`src/rtl/uart_pkg.sv`:
```
// Shared UART constants, FSM state type and bit-timing helper.
// Both the receiver and the transmitter take their timing from here.
package uart_pkg;

    localparam int CLK_FREQ_DEF = 100_000_000;
    localparam int BAUDRATE_DEF = 9600;

    typedef enum logic [2:0] {
        IDLE,
        START,
        DATA,
        STOP,
        BREAK
    } state_t;

    // Clocks per bit. The transmitter's counter runs 0..CLK_FREQ/BAUDRATE
    // inclusive, so one bit lasts one clock longer than the plain ratio.
    function automatic int bit_cycles(input int clk_freq, input int baudrate);
        return clk_freq / baudrate + 1;
    endfunction

endpackage

```
`src/rtl/uart_recv_if.sv`:
```
// Byte-side bundle of the UART receiver: received byte, valid/ack handshake
// and status flags. The receiver drives it through 'master'; the consumer
// uses 'slave'.
interface uart_recv_if;

    logic [7:0] rx_data;
    logic       rx_valid;
    logic       rx_ack;
    logic       frame_err;
    logic       overrun;
    logic       busy;

    modport master (
        output rx_data,
        output rx_valid,
        output frame_err,
        output overrun,
        output busy,
        input  rx_ack
    );

    modport slave (
        input  rx_data,
        input  rx_valid,
        input  frame_err,
        input  overrun,
        input  busy,
        output rx_ack
    );

endinterface

```
`src/rtl/uart_recv_sync_2ff.sv`:
```
// One-bit two-flop synchronizer for an asynchronous input.
// RST_VAL sets both flops on reset so an idle line does not look like an edge.
module sync_2ff #(
    parameter logic RST_VAL = 1'b1
) (
    input  logic clk,
    input  logic rst,
    input  logic d,
    output logic q
);

    logic meta;

    // Two-stage shift into the clk domain.
    always_ff @(posedge clk or posedge rst) begin
        if (rst) begin
            meta <= RST_VAL;
            q    <= RST_VAL;
        end else begin
            meta <= d;
            q    <= meta;
        end
    end

endmodule

```
`src/rtl/uart_recv.sv`:
```
// 8N1 UART receiver. Samples each bit at its centre, checks the first stop
// bit, and holds one received byte behind a valid/ack handshake with
// overrun and framing-error reporting.
module uart_recv
    import uart_pkg::*;
#(
    parameter int CLK_FREQ    = CLK_FREQ_DEF,
    parameter int BAUDRATE    = BAUDRATE_DEF,
    parameter int BIT_CYCLES  = bit_cycles(CLK_FREQ, BAUDRATE),
    parameter int HALF_CYCLES = BIT_CYCLES / 2
) (
    input  logic         clk,
    input  logic         rst,
    input  logic         rx,
    uart_recv_if.master  bus
);

    localparam logic [15:0] BIT_LAST  = 16'(BIT_CYCLES - 1);
    localparam logic [15:0] HALF_LAST = 16'(HALF_CYCLES - 1);

    logic rx_s;

    state_t      state, state_n;
    logic [15:0] cnt, cnt_n;
    logic [2:0]  idx, idx_n;
    logic [7:0]  shreg, shreg_n;
    logic        load;
    logic        ferr;

    logic [7:0]  rx_data;
    logic        rx_valid;
    logic        overrun;
    logic        frame_err;

    sync_2ff #(.RST_VAL(1'b1)) u_sync (
        .clk (clk),
        .rst (rst),
        .d   (rx),
        .q   (rx_s)
    );

    // FSM and datapath state registers.
    always_ff @(posedge clk or posedge rst) begin
        if (rst) begin
            state <= IDLE;
            cnt   <= '0;
            idx   <= '0;
            shreg <= '0;
        end else begin
            state <= state_n;
            cnt   <= cnt_n;
            idx   <= idx_n;
            shreg <= shreg_n;
        end
    end

    // Next-state logic: bit timing, centre sampling and frame checks.
    always_comb begin
        state_n = state;
        cnt_n   = cnt + 16'd1;
        idx_n   = idx;
        shreg_n = shreg;
        load    = 1'b0;
        ferr    = 1'b0;
        unique case (state)
            IDLE: begin
                cnt_n = '0;
                if (!rx_s) state_n = START;
            end
            START: begin
                // Half a bit in: a start bit that is gone by now was a glitch.
                if (cnt == HALF_LAST) begin
                    cnt_n = '0;
                    idx_n = '0;
                    state_n = rx_s ? IDLE : DATA;
                end
            end
            DATA: begin
                if (cnt == BIT_LAST) begin
                    cnt_n   = '0;
                    shreg_n = {rx_s, shreg[7:1]};
                    idx_n   = idx + 3'd1;
                    if (idx == 3'd7) state_n = STOP;
                end
            end
            STOP: begin
                // Leave mid stop bit so a frame with one stop bit can be
                // followed immediately by the next start bit.
                if (cnt == BIT_LAST) begin
                    cnt_n = '0;
                    if (rx_s) begin
                        load    = 1'b1;
                        state_n = IDLE;
                    end else begin
                        ferr    = 1'b1;
                        state_n = BREAK;
                    end
                end
            end
            BREAK: begin
                // A held-low line must not be taken as a stream of start bits.
                cnt_n = '0;
                if (rx_s) state_n = IDLE;
            end
            default: begin
                cnt_n   = '0;
                state_n = IDLE;
            end
        endcase
    end

    // Output byte register and handshake; a load in the same cycle as an
    // ack wins, and the ack then only consumes the previous byte.
    always_ff @(posedge clk or posedge rst) begin
        if (rst) begin
            rx_data   <= '0;
            rx_valid  <= 1'b0;
            overrun   <= 1'b0;
            frame_err <= 1'b0;
        end else begin
            frame_err <= ferr;
            if (load) begin
                rx_data  <= shreg;
                rx_valid <= 1'b1;
                if (rx_valid && !bus.rx_ack)
                    overrun <= 1'b1;
                else if (rx_valid && bus.rx_ack)
                    overrun <= 1'b0;
            end else if (bus.rx_ack && rx_valid) begin
                rx_valid <= 1'b0;
                overrun  <= 1'b0;
            end
        end
    end

    assign bus.rx_data   = rx_data;
    assign bus.rx_valid  = rx_valid;
    assign bus.overrun   = overrun;
    assign bus.frame_err = frame_err;
    assign bus.busy      = (state != IDLE);

endmodule

```
`src/flat_wrapper.sv`:
```
// flat-port wrapper written by rule: the top's interface ports become plain ports
module uart_recv_flat import uart_pkg::*;
#(
    parameter int CLK_FREQ    = CLK_FREQ_DEF,
    parameter int BAUDRATE    = BAUDRATE_DEF,
    parameter int BIT_CYCLES  = bit_cycles(CLK_FREQ, BAUDRATE),
    parameter int HALF_CYCLES = BIT_CYCLES / 2
)
  (clk, rst, rx, bus_rx_data, bus_rx_valid, bus_frame_err, bus_overrun, bus_busy, bus_rx_ack);
  uart_recv_if bus_i ();
  input  logic clk;
  input  logic rst;
  input  logic rx;
  output wire logic [$bits(bus_i.rx_data)-1:0] bus_rx_data;
  output wire logic [$bits(bus_i.rx_valid)-1:0] bus_rx_valid;
  output wire logic [$bits(bus_i.frame_err)-1:0] bus_frame_err;
  output wire logic [$bits(bus_i.overrun)-1:0] bus_overrun;
  output wire logic [$bits(bus_i.busy)-1:0] bus_busy;
  input wire logic [$bits(bus_i.rx_ack)-1:0] bus_rx_ack;
  assign bus_rx_data = bus_i.rx_data;
  assign bus_rx_valid = bus_i.rx_valid;
  assign bus_frame_err = bus_i.frame_err;
  assign bus_overrun = bus_i.overrun;
  assign bus_busy = bus_i.busy;
  assign bus_i.rx_ack = bus_rx_ack;
  uart_recv #(.CLK_FREQ(CLK_FREQ), .BAUDRATE(BAUDRATE), .BIT_CYCLES(BIT_CYCLES), .HALF_CYCLES(HALF_CYCLES)) u_core (.clk(clk), .rst(rst), .rx(rx), .bus(bus_i));
endmodule
```
`config.mk`:
```
export PLATFORM = sky130hd
export DESIGN_NAME = uart_recv_flat
export DESIGN_NICKNAME = d
export VERILOG_FILES = /design/src/rtl/uart_pkg.sv /design/src/rtl/uart_recv_if.sv /design/src/rtl/uart_recv_sync_2ff.sv /design/src/rtl/uart_recv.sv /design/src/flat_wrapper.sv
export SDC_FILE = /design/constraint.sdc
export NUM_CORES = 1
export LEC_CHECK = 0
export CAP_MARGIN = 30
export CORE_MARGIN = 1.5
export CORE_UTILIZATION = 56
export CTS_BUF_LIST = sky130_fd_sc_hd__clkbuf_16
export CTS_CLUSTER_SIZE = 12
export DETAILED_ROUTE_END_ITERATION = 16
export GPL_ROUTABILITY_DRIVEN = 0
export PLACE_DENSITY = 0.87
export SYNTH_ARGS = -nofsm -noshare
export SYNTH_HDL_FRONTEND = slang
export SYNTH_HIERARCHICAL = 1
export SYNTH_SLANG_ARGS = --single-unit
```
`constraint.sdc`:
```
create_clock -name clk -period 5.49 [get_ports clk]
set_clock_uncertainty 0.1 [all_clocks]
set_input_delay 0.8235 -clock clk [delete_from_list [all_inputs] [get_ports clk]]
set_output_delay 0.8235 -clock clk [all_outputs]
set_load 0.02 [all_outputs]
```
==> run_results.csv <==
group,metric,value,unit
placed_design,place_ws,2.73,ns
synth,seq_area_frac_synth,54.1,%
setup_path,crit_chain,"or4b_1 > nor4_4 > and2_1 > mux2_2",
synth,yosysTopAreaCell,"dfrtp_1",
power_and_ir_drop,p_per_area,266,nW/um2
timing,fmax,357,MHz
timing,rsz0062_at_grt,"no",
power_and_ir_drop,cellLeakagePower,0.00106,uW
placed_design,dp_hpwl,2.48,mm
synth,synth_edf_count,0,
synth,synth_cells,170,
die,dieArea,3930,um2
setup_path,crit_path_start_kind,"flop",
hold_path,hp-class,"reg -> reg",
clocking,cts_tree,"done",
timing,setup-tns-final,0,ns
clocking,clk_pin_slew,0.06,ns
timing,post-route-period-util,51.0,%
clocking,h-tree-depth,2,
route,dr_total_vias,1336,
global_routing,grt_overflow,0,
global_routing,antenna_found_initial,0,
synth,yosysMostFrequentCell,"dfrtp_1",
die,rows,21,
power_and_ir_drop,total_power,620,uW
die,io_pins,16,
synth,yosys.area.top_type_share,51.4,%
final_layout,syn2layout_area_growth,16.8,%
setup_path,end_kind,"flop",
synth,ys_warn_count,6,
synth,ys_ff_latch,43,
setup_path,crit_path_max_incr_delay,0.63,ns
timing,setup_viol,0,
synth,async_flop_share,100,%
synth,synthFlopType,"dfrtp_1",
setup_path,slowest_stage,"or4b_1",
route,drc_errors,0,
die,initial_core_util,59.3,%
placed_design,port_buffers,15,
setup_path,crit_required,5.56,ns
timing,worst_pin_slew,0.701,ns
clocking,worstSkewPairLatency,0.29,ns
timing,hold_viol_final,0,
setup_path,cp.arrival,2.87,ns
die,die_y,62.7,um
global_routing,grt_max_degree,42,
die,coreArea,3360,um2
status,status,"complete, no violations",
global_routing,grt_pass1_wl,6.67,mm
clocking,root_buffer,"clkbuf_16",
synth,syn_area,1990,um2
timing,final.setup.worst_slack,2.69,ns
route,drt-wirelength-per-cell,15.4,um
setup_path,critPathKind,"reg -> reg",
clocking,clockBufferDepth,2,
final_layout,antenna_cells,0,
route,drt_iter0_markers,75,
clocking,cts_buffers,5,
synth,synth_area_leaders,"dfrtp_1 (51%), mux2_2 (9.6%), xor2_1 (4.4%)",
synth,synth_common_cells,"dfrtp_1 (41), mux2_2 (17), nor2_1 (15)",
setup_path,worstPathMaxFanout,10,
synth,syn_nets,178,
route,dr.pass1.iters,4,
run,cap_violations,0,
timing,finalMaxSlewViolations,0,
synth,synth.avg_cell_area,11.7,um2
clocking,hold_buffers,0,
clocking,cts.repair.resized,0,
power_and_ir_drop,ir_drop,0.000209,V
route,ant_nets,0,
clocking,cts_setup_buffers,0,
route,wl,3.66,mm
timing,fin_crit,2.80,ns
clocking,cts.sinks,43,
synth,synth_cell_types,40,
final_layout,drive_gt1_share,18.3,%
die,die_w,62.7,um
timing,max-slew-margin-rel,53.2,%
global_routing,grt.total_usage,22.3,%
final_layout,nets,198,
route,viasPerCell,5.64,
global_routing,grt_pass1_vias,1430,
-- power by group --
part,switching [uW],internal (uW),leakage [uW]
logic,6.98,3.30,0.000423
clock network,124,167,0.0000658
registers,0.778,318,0.000574
total,131,489,0.00106
-- kinds of logic after synthesis --
logic type	share of synthesized area (%)
multiplexers	10.1
XOR/XNOR	5.27
flip-flops	54.1
buffers and inverters	3.20
AND/OR/NAND/NOR	18.6
AO/OA/AOI/OAI	6.27
adder cells (fa/ha/maj)	2.51
-- metrics by stage --
step	hold slack [ns]	cell area (um2)	utilization (%)	cells
floorplan	0.245	1990	-	170
global placement	0.249	2180	64.9	229
finish	0.255	2330	69.2	237
global route	0.257	2330	69.2	237
CTS	0.257	2330	69.2	237
detailed placement	0.248	2180	64.9	229
-- metal layers --
layer	vias to the layer above	routed length (um)	part of all wire, %	global-route usage [%]
li1	646	-	-	-
met1	645	1660	45	27.8
met2	32	1720	47	34.3
met3	13	170	4.6	7.57
met4	0	99	2.7	11.7
met5	-	0	0	0
-- cells in the final DEF, fill, tap and decap left out, types with 2 or more instances in the layout --
cell type	netlist	routed
or3_1	4	4
inv_1	10	10
and2_1	2	2
dfstp_2	2	2
xor2_1	10	10
clkinvlp_4	0	2
or4b_2	2	2
nor3b_1	2	2
nand3_1	9	9
nor2_1	15	15
xnor2_1	2	2
clkdlybuf4s50_1	0	15
nor2b_1	2	2
clkbuf_16	0	5
mux2_2	17	17
a21oi_1	7	7
and4_1	3	3
ha_1	4	4
nand2_1	4	4
o21ai_0	6	6
nand4_1	5	5
or4b_1	2	2
dfrtp_1	41	41
-- worst paths after layout --
| check | slack (ns) | cells past startpoint | startpoint | to |
|---|---|---|---|---|
| max | 2.69 | 4 | u_core/cnt[9] | u_core/bus.rx_data[3] |
| min | 0.26 | 0 | u_core/u_sync/meta | u_core/u_sync/q |
| max reg2reg | 2.69 | 4 | u_core/cnt[9] | u_core/bus.rx_data[3] |
| min reg2reg | 0.26 | 0 | u_core/u_sync/meta | u_core/u_sync/q |
| max in group asynchronous | 4.06 | 3 | rst | u_core/shreg[3] |
| min in group asynchronous | 0.79 | 2 | rst | u_core/u_sync/q |
-- sequential cells by signal, indices dropped and copies added, names as in the netlist, named ones only --
signal / flops
u_core/bus.frame_err: 1
u_core/bus.rx_data: 8
u_core/bus.rx_valid: 1
u_core/cnt: 16
u_core/idx: 3
u_core/shreg: 8
u_core/state: 3
u_core/u_sync/meta: 1
u_core/u_sync/q: 1
-- worst max-delay path: cells and delay by family, from the launching register on --
kind | cells | cell delay [ns]
muxes | 1 | 0.40
DFF | 1 | 0.46
and+or+nand+nor | 3 | 1.72
-- layout make-up --
cell class                      count  area [um2]
Inverter                           10        37.5
Fill cell                         249        1030
Timing Repair Buffer               16         158
Clock inverter                      3        20.0
Clock buffer                        5         125
Multi-Input combinational cell    114         852
Sequential cell                    43        1080
Tap cell                           46        57.6
No activity file was read; power rests on OpenSTA's default activity.
